--- config.mk ---
export PLATFORM = sky130hd
export DESIGN_NAME = fetch_unit
export DESIGN_NICKNAME = d
export VERILOG_FILES = /design/src/rtl/mips_pkg.sv /design/src/rtl/next_pc_sel.sv /design/src/rtl/fetch_unit.sv
export SDC_FILE = /design/constraint.sdc
export NUM_CORES = 1
export LEC_CHECK = 0
export ABC_AREA = 1
export BUFFER_PORTS_ARGS = -buffer_cell sky130_fd_sc_hd__buf_4
export CORE_ASPECT_RATIO = 1.25
export CORE_MARGIN = 2
export CORE_UTILIZATION = 57
export CTS_BUF_LIST = sky130_fd_sc_hd__clkbuf_16
export DETAILED_ROUTE_END_ITERATION = 6
export PLACE_DENSITY = 0.87
export SYNTH_ARGS = -nofsm -noshare
export SYNTH_HDL_FRONTEND = slang
export SYNTH_HIERARCHICAL = 1
export SYNTH_SLANG_ARGS = --single-unit
--- constraint.sdc ---
create_clock -name clk -period 11.52 [get_ports clk]
set_clock_uncertainty 0.2 [all_clocks]
set_input_delay 2.88 -clock clk [delete_from_list [all_inputs] [get_ports clk]]
set_output_delay 2.88 -clock clk [all_outputs]
set_load 0.05 [all_outputs]
--- src/rtl/mips_pkg.sv ---
// Shared definitions for the MIPS core slice: opcodes, functs, fetch FSM
// state type, default reset PC and the branch-offset helper.
package mips_pkg;

    localparam logic [5:0] OP_R    = 6'h00;
    localparam logic [5:0] OP_J    = 6'h02;
    localparam logic [5:0] OP_JAL  = 6'h03;
    localparam logic [5:0] OP_BEQ  = 6'h04;
    localparam logic [5:0] OP_BNE  = 6'h05;
    localparam logic [5:0] OP_ADDI = 6'h08;
    localparam logic [5:0] OP_LW   = 6'h23;
    localparam logic [5:0] OP_SW   = 6'h2B;
    localparam logic [5:0] FN_JR   = 6'h08;

    localparam logic [31:0] RESET_PC_DEF = 32'h0000_0000;

    typedef enum logic {
        FETCH,
        EXEC
    } fetch_state_t;

    // Sign-extended word offset of a branch immediate.
    function automatic logic [31:0] br_offset(input logic [15:0] imm);
        return {{14{imm[15]}}, imm, 2'b00};
    endfunction

endpackage

--- src/rtl/next_pc_sel.sv ---
// Next-PC selection: jr > jump > taken branch > sequential.
// Ports: pc_plus4, target (instr[25:0]), control bits, alu_zero, rs_data -> next_pc, misalign.
module next_pc_sel
    import mips_pkg::*;
(
    input  logic [31:0] pc_plus4,
    input  logic [25:0] target,
    input  logic        jump,
    input  logic        branch,
    input  logic        nequal,
    input  logic        jr,
    input  logic        alu_zero,
    input  logic [31:0] rs_data,
    output logic [31:0] next_pc,
    output logic        misalign
);

    logic taken;

    always_comb begin
        taken    = branch & (alu_zero ^ nequal);
        misalign = jr & (|rs_data[1:0]);
        next_pc  = pc_plus4;
        priority case (1'b1)
            jr:      next_pc = {rs_data[31:2], 2'b00};
            jump:    next_pc = {pc_plus4[31:28], target, 2'b00};
            taken:   next_pc = pc_plus4 + br_offset(target[15:0]);
            default: next_pc = pc_plus4;
        endcase
    end

endmodule

--- src/rtl/fetch_unit.sv ---
// Instruction fetch / next-PC stage: owns the PC, fetches over req/ready,
// holds instr while the core executes, and advances the PC on exec_done.
module fetch_unit
    import mips_pkg::*;
#(
    parameter logic [31:0] RESET_PC = RESET_PC_DEF,
    parameter int          CNT_W    = 32
) (
    input  logic             clk,
    input  logic             rst,
    output logic             imem_req,
    output logic [31:0]      imem_addr,
    input  logic             imem_ready,
    input  logic [31:0]      imem_rdata,
    output logic [31:0]      instr,
    output logic             instr_valid,
    output logic [31:0]      pc,
    output logic [31:0]      pc_plus4,
    input  logic             exec_done,
    input  logic             jump,
    input  logic             branch,
    input  logic             nequal,
    input  logic             jr,
    input  logic             alu_zero,
    input  logic [31:0]      rs_data,
    output logic             align_err,
    output logic [CNT_W-1:0] retired
);

    fetch_state_t state;
    logic [31:0]  next_pc;
    logic         misalign;

    assign pc_plus4  = pc + 32'd4;
    assign imem_addr = pc;

    next_pc_sel u_sel (
        .pc_plus4 (pc_plus4),
        .target   (instr[25:0]),
        .jump     (jump),
        .branch   (branch),
        .nequal   (nequal),
        .jr       (jr),
        .alu_zero (alu_zero),
        .rs_data  (rs_data),
        .next_pc  (next_pc),
        .misalign (misalign)
    );

    // imem_req is registered so it stays low for the whole reset and
    // rises on the first edge after release; ready is only honoured
    // while req is already high.
    always_ff @(posedge clk or posedge rst) begin
        if (rst) begin
            state       <= FETCH;
            pc          <= RESET_PC;
            instr       <= 32'd0;
            instr_valid <= 1'b0;
            imem_req    <= 1'b0;
            align_err   <= 1'b0;
            retired     <= '0;
        end else begin
            unique case (state)
                FETCH: begin
                    if (imem_req && imem_ready) begin
                        instr       <= imem_rdata;
                        instr_valid <= 1'b1;
                        imem_req    <= 1'b0;
                        state       <= EXEC;
                    end else begin
                        imem_req <= 1'b1;
                    end
                end
                EXEC: begin
                    if (exec_done) begin
                        pc          <= next_pc;
                        retired     <= retired + CNT_W'(1);
                        instr_valid <= 1'b0;
                        imem_req    <= 1'b1;
                        state       <= FETCH;
                        if (misalign)
                            align_err <= 1'b1;
                    end
                end
                default: state <= FETCH;
            endcase
        end
    end

endmodule
* After elaboration in Yosys (flattened, before gate mapping)
Cells that the tools add are included.
** Word-level totals
- Bits in registers :: 100
- Bits in latches :: 0
- Memory bits (writable) :: 0
- Bits in read-only memories :: 0
- Bits of input ports :: 73
- Output and inout bits :: 163
- Logic and storage cells :: 34
- Memories kept :: 0
** Operators by class
- Add/subtract/negate cells :: 3
- Multiply operators :: 0
- Divide/modulo/power cells :: 0
- Magnitude comparators :: 0
- Eq/ne operators :: 2
- Shifts and indexed selects :: 0
- Muxes and demuxes :: 12
- Bitwise gates (word level) :: 4
- Reductions and logical operators :: 6
** Operator list (count)
- $mux W32 :: 3
- $add A32 B1 Y32 const B :: 1
- $add A32 B3 Y32 const B :: 1
- $add A32 B32 Y32 :: 1
- $mux W1 :: 6
- $pmux W1 S2 :: 3
- $reduce_and A2 Y1 :: 3
- $ne A2 B2 Y1 const B :: 2
- $reduce_and A3 Y1 :: 1
- $and A1 B1 Y1 :: 2
- $reduce_or A2 Y1 :: 1
- $logic_and A1 B1 Y1 :: 1
- $not A1 Y1 :: 1
- $xor A1 B1 Y1 :: 1

* Depth between registers and ports, before layout
- Word-level depth :: 5
- Mapped depth :: 24

* By module
Netlist, hierarchy kept.
** Modules (own cells, without submodules)
- fetch_unit :: instances 1, cells each 621, area an instance 5330.1 µm², seq. area each 2502.4 µm²
- next_pc_sel :: instances 1, cells each 583, area an instance 2840.2 µm², seq. area each 0.0 µm²

* Worst setup path after synthesis
Ideal clock, no wire load.
- Path kind :: register to output
- From :: register pc[3], in the netlist imem_addr[3]
- To :: output pc_plus4[16]
- Data arrival time :: 2.401 ns
- Required time :: 8.440 ns
- Slack :: 6.039 ns
- Cell stages (with the launch flop) :: 6
- Path buffers :: 0
- Path through :: dfrtp_1 > ha_1 > nand3_1 > nor2_1 > nand3_1 > xor2_1
** Between the ends
- Longest elaborated chain between the ends :: 1
** Ends and longest elaborated chain
- from (decl) :: RTL line fetch_unit.sv:17 : output logic [31:0] pc,
- from (signal assigned) :: RTL line fetch_unit.sv:76 : pc <= next_pc;
- $add A32 B3 Y32 :: RTL line fetch_unit.sv:34 : assign pc_plus4 = pc + 32'd4;
- to (decl) :: RTL line fetch_unit.sv:18 : output logic [31:0] pc_plus4,
Every way passes these cells.

* Worst setup path in the final report
- From :: register pc[2], in the netlist imem_addr[2]
- To :: output pc_plus4[16]
Same word-level chain as after synthesis.

==> results.md <==
Run status:
- The run finished with clean final reports.

Critical path:
- In this design, the stage delay of the slowest critical-path cell is 0.43 ns.
- At the worst endpoint, the required time is 8.44 ns.
- The setup path with the least slack is of type flip-flop to primary output.
- The capture point of the worst reg-to-reg path is imem_addr[22].
- The arrival time at the worst endpoint is 2.41 ns.
- Along the worst path, the maximum fanout reaches 5.
- The critical path's slowest cell is dfrtp_1.
- The register-to-register path setup slack is 7.43 ns.
- The worst setup path is launched from a flip-flop.
- The worst register-to-register path has a depth of 18.
- Traced cell by cell, the critical path runs through ha_1 -> nand3_1 -> nor2_1 -> nand3_1 -> xor2_1 -> buf_4.
- The startpoint of the most critical register-to-register path is imem_addr[2].
- The sort of element at the end of the critical path is a primary output.
- The most numerous cell on the critical path is nand3_1.

Routing:
- The routed wire length is 28600 µm.
- For this block, the initial DRC count from the detailed router was 907.
- The detailed-route wire length per cell is 18.1 µm.
- The number of routed nets with antenna violations is 0.
- The routed layout has 8877 vias.
- After detailed routing, the number of remaining DRC violations is 0.
- In the routed layout, each cell is associated on average with a via count of 5.64.
- Before antenna repair, the detailed router went through 5 iterations.

Hold path:
- The worst hold path belongs to the class flip-flop to flip-flop.
- The destination of the worst hold path is align_err.
- The start point of the worst min-delay path is align_err.
- Along the worst hold path, the cell count comes to 1.

Pwr:
- The internal power consumption is 1.41 mW.
- The net switching share of the total power is 60.8%.
- Combinational logic burns 73.1% of the power.
- Per report_power, the clock group accounts for 8.6% of the total.
- The leakage power total is 5.14 nW.
- Power spread over the standard cell area amounts to 355 nW/µm².
- The maximum vdd ir drop is 0.258 mV.
- The share of power burned in registers is 18.2%.
- The net switching power is 2.18 mW.

Place:
- Port buffering added 235 buffers.
- The final weighted congestion in routability-driven placement is 1.04.
- Summed over all nets, the half-perimeter wirelength after detailed placement is 22300 µm.
- Before CTS, the worst setup slack after placement is 6.45 ns.

Flow run:
- Max-cap violations in this run came to 0.

Clocking:
- The clock latency reported for the late side of the worst-skew pair is 0.37 ns.
- The tree is rooted in a clkbuf_16.
- The H-tree depth reported by CTS is 3.
- The number of buffers created by CTS is 9.
- The buffer depth of the longest clock path is 2.
- The number of clock sinks is 100.
- The CTS tree is built.
- The clock transition at the registers of the reported paths is 0.07 ns.
- The number of setup buffers added after CTS is 0.
- The number of hold buffers added after cts is 0.
- The post-cts gate resize count is 0.

Timing:
- Measured against its own limit, the worst slew margin works out to 33.1%.
- The setup TNS after final layout is 0 ns.
- The ratio of final minimum period to clock period is 47.6%.
- Setup repair after global routing left no endpoint under its margin.
- The final-report hold violation count is 0.
- The final setup slack of the worst path is 6.03 ns.
- The achievable clock frequency is 182 MHz.
- The final number of max-transition violations was 0.
- Setup violations remaining at the end of the flow were counted as 0.
- After layout, the minimum clock period comes to 5.49 ns.
- The transition time at the pin with the least slew margin is 1.00 ns.

Die:
- The effective utilization at floorplan is 58.6%.
- After floorplanning, the core was sized to cover 13900 µm².
- 236 I/O pins were placed.
- The initialized floorplan defines 48 standard-cell rows.
- The die is 111 µm wide.
- The die extent in y is 138 µm.
- The die outline area is 15300 µm².

GRT:
- The leftover overflow at the end of global routing is 0.
- Entering global routing, the biggest net connects 62 pins.
- In the global route stage, overall resource usage came out at 36.8%.
- The number of global-route vias before repair came to 8457.
- The first global-routing pass estimated 44500 µm of wire.
- The initial antenna violation count is 0.

Yosys:
- The cell area that synthesis handed to floorplanning was 8170 µm².
- For this run, the leading register cell type out of synthesis is dfrtp_1.
- Counting flops with a built-in enable in the synthesized netlist gives 0.
- The share of flip-flops with an asynchronous set or reset after synthesis is 100%.
- Synthesis instantiated 43 different standard cells from the library.
- Synthesis produced a netlist whose cell count is 1204.
- When the netlist entered floorplanning its net count stood at 1309.
- The flip-flop and latch count after synthesis is 100.
- The share of synthesized area occupied by flip-flops and latches is 30.6%.
- The average instance in the mapped netlist occupies 6.79 µm².
- Yosys printed 6 warnings.

Cells and area:
- The library cell used most frequently in the layout, excluding fill and tap cells, is nand2_1.
- The diode insertion count for antenna repair is 0.
- Leaving out fill and tap cells, the most frequent cells in the layout are 354 x nand2_1, 238 x buf_4, 159 x nor2_1.
- The layout filler cell count is 1205.
- The share of post-route cells with drive strength above 1 is 24.4%.
- The area growth from synthesis to final layout is 23.7%.
- The number of nets in the layout is 1499.
==> cells by family (layout without fill, tap and decap cells) <==
logic type,count (synthesis),after routing,synth area share (%)
multiplexers,32,32,4.41
AND/OR/NAND/NOR,672,672,35.8
buffers and inverters,176,371,9.82
flip-flops,100,100,30.6
XOR/XNOR,42,42,4.50
AO/OA/AOI/OAI,150,150,9.88
adder cells (fa/ha/maj),32,32,4.99
==> Yosys cell counts (all sizes together) (3+ instances only) <==
master / count / area [µm²]
and2: 5 / 33.8
a21o: 4 / 30.0
buf: 47 / 318
o21ai: 56 / 280
mux2: 32 / 360
ha: 31 / 388
o21bai: 4 / 30.0
a21oi: 76 / 388
nand4: 24 / 150
nand3: 59 / 333
nand3b: 7 / 52.6
o21a: 3 / 22.5
dfrtp: 100 / 2500
xnor2: 14 / 123
xor2: 28 / 245
nor2: 182 / 779
inv: 117 / 439
nor3: 25 / 140
clkbuf: 12 / 45.0
nand2: 368 / 1420
==> state kept, by name, indices dropped and copies added, names as in the netlist <==
name / flops
align_err: 1
state: 1
imem_addr: 32
instr_valid: 1
imem_req: 1
retired: 32
instr: 32
==> layout make-up <==
cell class	count	area (µm²)	share of cell area, %
tap	175	219	2.17
clock buffer	9	225	2.23
timing repair buffer	238	1790	17.7
multi-input combinational	928	4870	48.1
clock inverter	7	68.8	0.681
inverter	117	442	4.37
sequential	100	2500	24.8
==> worst max-delay path: cells and delay by family (launching register included) <==
| family | cells | cell delay (ns) |
|---|---|---|
| buffers and inverters | 1 | 0.27 |
| DFF | 1 | 0.43 |
| xor gates and xnor gates | 1 | 0.34 |
| adders and majority gates | 1 | 0.30 |
| and+or+nand+nor | 3 | 0.70 |
==> routing by layer <==
metal	wire length, µm	track usage, %
met5	0	0
met4	1240	17.1
met3	2000	4.76
met2	14200	64.2
met1	11200	46.1
==> how the worst max path moves through the flow <==
stage	startpoint	depth (start not counted)	slack [ns]	end
3_5_place_dp	imem_addr[2]	6	6.45	pc_plus4[16]
6_report	imem_addr[2]	6	6.03	pc_plus4[16]
2_1_floorplan	rst	1	5.82	align_err
4_1_cts	imem_addr[3]	6	6.06	pc_plus4[16]
3_3_place_gp	imem_addr[2]	6	6.50	pc_plus4[16]
5_1_grt	imem_addr[3]	7	5.89	pc_plus4[18]
==> power by group through the flow <==
| stage | logic [mW] | clock network [mW] | registers (mW) |
|---|---|---|---|
| after floorplan | 1.52 | 0 | 1.03 |
| after global placement | 2.57 | 0 | 0.649 |
| after detailed placement | 2.58 | 0 | 0.657 |
| after CTS | 2.59 | 0.315 | 0.650 |
| after global routing | 2.80 | 0.326 | 0.672 |
| final | 2.62 | 0.310 | 0.655 |
==> stage by stage <==
step           hold WS [ns]  cell area [µm²]  power [mW]  cells  utilization, %
3_3_place_gp          0.240             9820        3.22   1558            70.4
3_5_place_dp          0.249             9820        3.24   1558            70.4
2_1_floorplan         0.408             8170        2.55   1204               -
4_1_cts               0.266            10100        3.56   1574            72.6
5_1_grt               0.288            10100        3.80   1574            72.6
6_report              0.260            10100        3.59   1574            72.6
No activity file was read; power rests on OpenSTA's default activity.
